**src/rtl/commit_trace_pkg.sv**
```systemverilog
// Record layout, event kinds and packing helpers for the commit trace collector.
// Defining TRACE_TIMESTAMP_EN adds a 64-bit tstamp field to trace_rec_t.
package commit_trace_pkg;

  localparam int unsigned XLEN       = 64;
  localparam int unsigned VLEN       = 64;
  localparam int unsigned DROP_CNT_W = 16;
  localparam int unsigned TSTAMP_W   = 64;

  typedef enum logic [1:0] {
    INSTR = 2'd0,
    EXC   = 2'd1,
    LOST  = 2'd2
  } trace_kind_e;

  typedef struct packed {
    trace_kind_e       kind;
    logic [VLEN-1:0]   pc;
    logic [31:0]       instr;
    logic [4:0]        rd;
    logic              we;
    logic              fpr;
    logic [XLEN-1:0]   wdata;
    logic [1:0]        priv;
    logic              dbg;
    logic [XLEN-1:0]   cause;
    logic [XLEN-1:0]   tval;
`ifdef TRACE_TIMESTAMP_EN
    logic [TSTAMP_W-1:0] tstamp;
`endif
  } trace_rec_t;

  function automatic logic [DROP_CNT_W-1:0] sat_add(input logic [DROP_CNT_W-1:0] a,
                                                    input logic [DROP_CNT_W-1:0] b);
    logic [DROP_CNT_W:0] sum;
    sum = {1'b0, a} + {1'b0, b};
    return sum[DROP_CNT_W] ? '1 : sum[DROP_CNT_W-1:0];
  endfunction

  // Write data is only meaningful when the register write is valid.
  function automatic trace_rec_t pack_instr(input logic [VLEN-1:0] pc,
                                            input logic [31:0]     instr,
                                            input logic [4:0]      rd,
                                            input logic            we,
                                            input logic            fpr,
                                            input logic [XLEN-1:0] wdata,
                                            input logic [1:0]      priv,
                                            input logic            dbg);
    trace_rec_t r;
    r       = '0;
    r.kind  = INSTR;
    r.pc    = pc;
    r.instr = instr;
    r.rd    = rd;
    r.we    = we;
    r.fpr   = fpr;
    r.wdata = we ? wdata : '0;
    r.priv  = priv;
    r.dbg   = dbg;
    return r;
  endfunction

  function automatic trace_rec_t pack_exc(input logic [VLEN-1:0] pc,
                                          input logic [XLEN-1:0] cause,
                                          input logic [XLEN-1:0] tval,
                                          input logic [1:0]      priv,
                                          input logic            dbg);
    trace_rec_t r;
    r       = '0;
    r.kind  = EXC;
    r.pc    = pc;
    r.cause = cause;
    r.tval  = tval;
    r.priv  = priv;
    r.dbg   = dbg;
    return r;
  endfunction

  function automatic trace_rec_t pack_lost(input logic [XLEN-1:0] cause);
    trace_rec_t r;
    r       = '0;
    r.kind  = LOST;
    r.cause = cause;
    return r;
  endfunction

endpackage

```
**src/rtl/trace_rec_fifo.sv**
```systemverilog
// In-order record FIFO: up to NR_PUSH writes per cycle, one pop, first-word fall-through head.
// Storage is registered; head reads back as zero while empty.
module trace_rec_fifo
  import commit_trace_pkg::*;
#(
  parameter int unsigned DEPTH   = 8,
  parameter int unsigned NR_PUSH = 3,
  parameter int unsigned CNT_W   = $clog2(DEPTH) + 1
) (
  input  logic             clk_i,
  input  logic             rst_ni,
  input  logic             clear_i,
  input  logic [CNT_W-1:0] push_cnt_i,
  input  trace_rec_t       push_rec_i [NR_PUSH],
  input  logic             pop_i,
  output logic [CNT_W-1:0] free_o,
  output logic             empty_o,
  output trace_rec_t       head_o
);

  localparam int unsigned PTR_W = $clog2(DEPTH);

  trace_rec_t       mem [DEPTH];
  logic [PTR_W-1:0] wr_ptr_reg, wr_ptr_next;
  logic [PTR_W-1:0] rd_ptr_reg, rd_ptr_next;
  logic [CNT_W-1:0] count_reg, count_next;
  logic             pop_eff;

  assign empty_o = (count_reg == '0);
  assign pop_eff = pop_i && !empty_o;
  assign free_o  = CNT_W'(DEPTH) - count_reg;
  assign head_o  = empty_o ? '0 : mem[rd_ptr_reg];

  always_comb begin
    wr_ptr_next = wr_ptr_reg;
    rd_ptr_next = rd_ptr_reg;
    count_next  = count_reg;
    if (clear_i) begin
      wr_ptr_next = '0;
      rd_ptr_next = '0;
      count_next  = '0;
    end else begin
      // Pointer width is log2(DEPTH), so the truncated add wraps modulo DEPTH.
      wr_ptr_next = wr_ptr_reg + push_cnt_i[PTR_W-1:0];
      rd_ptr_next = rd_ptr_reg + PTR_W'(pop_eff);
      count_next  = count_reg + push_cnt_i - CNT_W'(pop_eff);
    end
  end

  always_ff @(posedge clk_i or negedge rst_ni) begin
    if (!rst_ni) begin
      wr_ptr_reg <= '0;
      rd_ptr_reg <= '0;
      count_reg  <= '0;
    end else begin
      wr_ptr_reg <= wr_ptr_next;
      rd_ptr_reg <= rd_ptr_next;
      count_reg  <= count_next;
    end
  end

  always_ff @(posedge clk_i) begin
    for (int i = 0; i < int'(NR_PUSH); i++) begin
      if (!clear_i && (CNT_W'(i) < push_cnt_i)) begin
        mem[wr_ptr_reg + PTR_W'(i)] <= push_rec_i[i];
      end
    end
  end

endmodule

```
**src/rtl/commit_trace_collector.sv**
```systemverilog
// Captures retiring instructions and exceptions into trace records, buffered for a valid/ready sink.
// Overflow never stalls commit: drops are counted and a LOST marker is queued once space returns.
// Optional macro TRACE_TIMESTAMP_EN stamps every record with a free-running cycle counter.
module commit_trace_collector
  import commit_trace_pkg::*;
#(
  parameter int unsigned NR_COMMIT_PORTS = 2,
  parameter int unsigned DEPTH           = 8
) (
  input  logic                                   clk_i,
  input  logic                                   rst_ni,
  input  logic                                   clear_i,
  input  logic [NR_COMMIT_PORTS-1:0]             commit_ack_i,
  input  logic [NR_COMMIT_PORTS-1:0][VLEN-1:0]   commit_pc_i,
  input  logic [NR_COMMIT_PORTS-1:0][31:0]       commit_instr_i,
  input  logic [NR_COMMIT_PORTS-1:0]             commit_we_i,
  input  logic [NR_COMMIT_PORTS-1:0]             commit_fpr_i,
  input  logic [NR_COMMIT_PORTS-1:0][4:0]        commit_waddr_i,
  input  logic [NR_COMMIT_PORTS-1:0][XLEN-1:0]   commit_wdata_i,
  input  logic [1:0]                             priv_lvl_i,
  input  logic                                   debug_mode_i,
  input  logic                                   ex_valid_i,
  input  logic [XLEN-1:0]                        ex_cause_i,
  input  logic [XLEN-1:0]                        ex_tval_i,
  output logic                                   trace_valid_o,
  input  logic                                   trace_ready_i,
  output trace_rec_t                             trace_rec_o,
  output logic                                   overflow_o,
  output logic [DROP_CNT_W-1:0]                  drop_cnt_o
);

  localparam int unsigned NR_SLOTS = NR_COMMIT_PORTS + 1;
  localparam int unsigned CNT_W    = $clog2(DEPTH) + 1;

  typedef enum logic {
    ST_RUN  = 1'b0,
    ST_LOST = 1'b1
  } state_e;

  state_e                state_reg, state_next;
  logic [DROP_CNT_W-1:0] drop_cnt_reg, drop_cnt_next, drop_sum;
  logic                  overflow_reg, overflow_next;

  trace_rec_t       instr_rec [NR_COMMIT_PORTS];
  trace_rec_t       exc_rec;
  trace_rec_t       slot_rec  [NR_SLOTS];
  trace_rec_t       push_rec  [NR_SLOTS];
  logic [CNT_W-1:0] slot_pos  [NR_COMMIT_PORTS];
  logic [CNT_W-1:0] ex_pos;
  logic [CNT_W-1:0] ev_cnt;
  logic [CNT_W-1:0] push_cnt;
  logic [CNT_W-1:0] free_cnt;
  logic             fifo_empty;
  logic             pop;

`ifdef TRACE_TIMESTAMP_EN
  logic [TSTAMP_W-1:0] tstamp_reg;

  always_ff @(posedge clk_i or negedge rst_ni) begin
    if (!rst_ni) tstamp_reg <= '0;
    else         tstamp_reg <= tstamp_reg + 1'b1;
  end
`endif

  generate
    for (genvar gi = 0; gi < int'(NR_COMMIT_PORTS); gi++) begin : g_pack
      assign instr_rec[gi] = pack_instr(commit_pc_i[gi], commit_instr_i[gi], commit_waddr_i[gi],
                                        commit_we_i[gi], commit_fpr_i[gi], commit_wdata_i[gi],
                                        priv_lvl_i, debug_mode_i);
    end
  endgenerate

  assign exc_rec = pack_exc(commit_pc_i[0], ex_cause_i, ex_tval_i, priv_lvl_i, debug_mode_i);

  // Each event's slot is the number of events ahead of it: port 0, port 1, then exception.
  always_comb begin
    ev_cnt = '0;
    for (int p = 0; p < int'(NR_COMMIT_PORTS); p++) begin
      slot_pos[p] = ev_cnt;
      ev_cnt      = ev_cnt + CNT_W'(commit_ack_i[p]);
    end
    ex_pos = ev_cnt;
    ev_cnt = ev_cnt + CNT_W'(ex_valid_i);
  end

  always_comb begin
    for (int s = 0; s < int'(NR_SLOTS); s++) begin
      slot_rec[s] = '0;
      for (int p = 0; p < int'(NR_COMMIT_PORTS); p++) begin
        if (commit_ack_i[p] && (slot_pos[p] == CNT_W'(s))) slot_rec[s] = instr_rec[p];
      end
      if (ex_valid_i && (ex_pos == CNT_W'(s))) slot_rec[s] = exc_rec;
    end
  end

  always_comb begin
    state_next    = state_reg;
    drop_cnt_next = drop_cnt_reg;
    overflow_next = overflow_reg;
    push_cnt      = '0;
    drop_sum      = sat_add(drop_cnt_reg, DROP_CNT_W'(ev_cnt));
    for (int s = 0; s < int'(NR_SLOTS); s++) push_rec[s] = slot_rec[s];

    if (clear_i) begin
      state_next    = ST_RUN;
      drop_cnt_next = '0;
      overflow_next = 1'b0;
    end else begin
      // free_cnt ignores this cycle's pop, so a full FIFO never admits a same-cycle push.
      unique case (state_reg)
        ST_RUN: begin
          if (free_cnt >= ev_cnt) begin
            push_cnt = ev_cnt;
          end else begin
            drop_cnt_next = drop_sum;
            overflow_next = 1'b1;
            state_next    = ST_LOST;
          end
        end
        ST_LOST: begin
          drop_cnt_next = drop_sum;
          if (free_cnt != '0) begin
            push_cnt    = CNT_W'(1);
            push_rec[0] = pack_lost(XLEN'(drop_sum));
            state_next  = ST_RUN;
          end
        end
        default: state_next = ST_RUN;
      endcase
    end

`ifdef TRACE_TIMESTAMP_EN
    for (int s = 0; s < int'(NR_SLOTS); s++) push_rec[s].tstamp = tstamp_reg;
`endif
  end

  always_ff @(posedge clk_i or negedge rst_ni) begin
    if (!rst_ni) begin
      state_reg    <= ST_RUN;
      drop_cnt_reg <= '0;
      overflow_reg <= 1'b0;
    end else begin
      state_reg    <= state_next;
      drop_cnt_reg <= drop_cnt_next;
      overflow_reg <= overflow_next;
    end
  end

  assign pop           = trace_valid_o && trace_ready_i;
  assign trace_valid_o = !fifo_empty;
  assign overflow_o    = overflow_reg;
  assign drop_cnt_o    = drop_cnt_reg;

  trace_rec_fifo #(
    .DEPTH   (DEPTH),
    .NR_PUSH (NR_SLOTS),
    .CNT_W   (CNT_W)
  ) u_fifo (
    .clk_i      (clk_i),
    .rst_ni     (rst_ni),
    .clear_i    (clear_i),
    .push_cnt_i (push_cnt),
    .push_rec_i (push_rec),
    .pop_i      (pop),
    .free_o     (free_cnt),
    .empty_o    (fifo_empty),
    .head_o     (trace_rec_o)
  );

endmodule

```
**config.mk**
```make
export PLATFORM = sky130hd
export DESIGN_NAME = commit_trace_collector
export DESIGN_NICKNAME = d
export VERILOG_FILES = /design/src/rtl/commit_trace_pkg.sv /design/src/rtl/trace_rec_fifo.sv /design/src/rtl/commit_trace_collector.sv
export SDC_FILE = /design/constraint.sdc
export NUM_CORES = 2
export LEC_CHECK = 0
export CORE_ASPECT_RATIO = 1.75
export CORE_MARGIN = 2
export CORE_UTILIZATION = 30
export DETAILED_ROUTE_END_ITERATION = 12
export PLACE_DENSITY = 0.46
export SETUP_SLACK_MARGIN = 0.2
export SLEW_MARGIN = 20
export SYNTH_ARGS = -nofsm -noshare
export SYNTH_HDL_FRONTEND = slang
export SYNTH_SLANG_ARGS = --single-unit
```
**constraint.sdc**
```tcl
create_clock -name clk_i -period 16.1 [get_ports clk_i]
set_clock_uncertainty 0.15 [all_clocks]
set_input_delay 4.83 -clock clk_i [delete_from_list [all_inputs] [get_ports clk_i]]
set_output_delay 4.83 -clock clk_i [all_outputs]
set_load 0.02 [all_outputs]
```
==> out/metrics.yaml <==
start_util_pct: 30.1
end_kind: "register"
cts-root-buf: "clkbuf_16"
drc_errors: 0
power_density_nw_per_um2: 171
drt-pass1-iter-count: 6
drtIter0Drc: 10438
p_seq_share_pct: 37.4
flow.area_growth_from_synthesis_pct: 18.1
swShare_pct: 37.4
grt_pass1_vias: 94010
synth-warning-count: 0
htree_levels: 4
cts.path.max_buffers: 4
grt_max_degree: 137
p_leak_nw: 43.4
synth.distinct_cells: 66
dp_slack_ps: 4340
antenna_found_initial: 75
power.internal_mw: 14.7
syn_nets: 10004
cts_setup_buffers: 0
vdd_drop_max_mv: 0.116
syn_area_per_cell_um2: 12.2
switchingPower_mw: 8.79
tns_ps: 0
fin_util_pct: 35.6
cp-start-kind: "input pin"
setup_slack_ps: 5190
core_um2: 386000
hp-class: "reg -> reg"
grt_pass1_wl_mm: 718
max_freq_mhz: 91.7
cp.required_ps: 16490
synthesis.area_um2: 116000
dp_hpwl_mm: 293
syn_inst: 9507
drive_above_1_share_pct: 12.2
outcome: "completed"
power_frac_comb_pct: 38.0
rows: 302
final_common_cell: "nand2_1"
globalRouteOverflowTotal: 0
synth_area_leaders: "edfxtp_1, dfxtp_1, mux4_2"
final_cell_mix: "nand2_1, edfxtp_1, o221ai_1, and2_1, dfxtp_1"
postCtsHoldBufs: 0
maxSlewViolCount: 0
clock_power_share_pct: 24.6
setup_viol: 0
num_vias: 91994
hold_ws_ps: 311
place_congestion: 0.822
cts_buffers: 243
clock_latency_ps: 890
clock-sinks: 2428
synth_ff_type: "edfxtp_1"
ctsResizeCount: 0
ys_seq_area_share_pct: 55.4
clk_pin_slew_worst_paths_ps: 70
tritoncts: "done"
portBuffers: 789
grt_setup_unrepaired: "false"
synth_largest_area_cell: "edfxtp_1"
crit_fanout: 63
synth-async-reset-ratio_pct: 1.15
min_period_ps: 10910
hold_violations: 0
drv_cap: 0
grt_util_all_layers_pct: 25.3
largest_reg_flops: 2400
die_y_um: 828
routedWlPerCell_um: 33.8
nNetsFinal: 10330
fin_cells: 15237
final_antenna_net_count: 0
synth-edff-count: 1568
pin_count: 790
maxSlewHeadroom_pct: 19.5
crit_type: "in -> reg"
vias_per_cell: 6.04
period_share_pct: 67.8
tightest_slew_ps: 1210
synth_seq_cells: 2428
yosysTopAreaCellShare_pct: 40.5
dp.cells: 14754
die_x_um: 475
cp.arrival_ps: 11300
routed_wl_mm: 516
die_area_um2: 393000
==> metrics by stage <==
stage	total power, mW	cell area, um^2
after CTS	23.6	137000
after floorplan	13.8	116000
after global placement	17.7	129000
final	23.5	137000
after global routing	24.4	137000
after detailed placement	17.9	130000
==> synthesized netlist by cell type (all sizes together) (24+ instances only) <==
master	count
inv	27
nand2b	66
a221o	80
mux4	600
dfxtp	832
a31oi	25
nor2	500
dfrtp	28
buf	238
o221ai	1395
nand2	1654
and3	78
or3	24
and2	915
clkbuf	667
o21ai	36
edfxtp	1568
nand3	48
mux2i	302
a22oi	164
a21oi	94
==> critical path, stage by stage <==
cell and delay (ps):
clkdlybuf4s50_1 830, inv_1 220, ha_1 480, ha_1 200
ha_1 390, inv_1 120, ha_1 290, o21ai_0 150
o2111ai_4 220, buf_4 470, nand3_4 980, o21a_4 600
inv_8 410, buf_4 810
==> power by group through the flow <==
stage,clock network [mW],logic (mW),registers (mW)
after detailed placement,0,8.95,8.90
after floorplan,0,5.04,8.78
final,5.78,8.93,8.80
after CTS,5.88,8.98,8.78
after global placement,0,8.86,8.83
after global routing,6.08,9.40,8.91
==> path summary, 6_finish.rpt <==
path	slack, ps	cells after the start	endpoint	from
max in group asynchronous	11220	2	u_fifo.rd_ptr_reg[2]	rst_ni
max	5190	14	u_fifo.mem[7][39]	commit_ack_i[0]
min	310	2	u_fifo.mem[7][159]	u_fifo.mem[7][159]
min in group asynchronous	4220	2	drop_cnt_o[8]	rst_ni
min reg2reg	310	2	u_fifo.mem[7][159]	u_fifo.mem[7][159]
max reg2reg	10420	11	u_fifo.mem[7][39]	u_fifo.count_reg[0]
==> kinds of logic (layout without fill, tap and decap cells) <==
logic type / count (synthesis) / count (layout) / share of synthesized area, %
multiplexers: 902 / 902 / 14.2
AO/OA/AOI/OAI: 1863 / 1863 / 13.5
adder cells (fa/ha/maj): 25 / 25 / 0.288
AND/OR/NAND/NOR: 3339 / 3339 / 13.3
XOR/XNOR: 15 / 15 / 0.113
flip-flops: 2428 / 2428 / 55.4
buffers and inverters: 935 / 1456 / 3.20
other: 0 / 41 / 0
==> cell type report <==
class	instances	area (um^2)
fillers	37753	249000
repair buffers	986	9710
clock buffers	340	6820
well taps	5168	6470
diodes	41	103
flip-flops and latches	2428	64500
clock inverters	100	940
multi-input cells	6144	48800
inverters	30	173
==> routing by layer <==
layer | wire length (um) | track usage, %
met1 | 195000 | 30.8
met2 | 249000 | 42.5
met3 | 44500 | 5.30
met4 | 26600 | 12.4
met5 | 320 | 0.210
No activity file was read; power rests on OpenSTA's default activity.
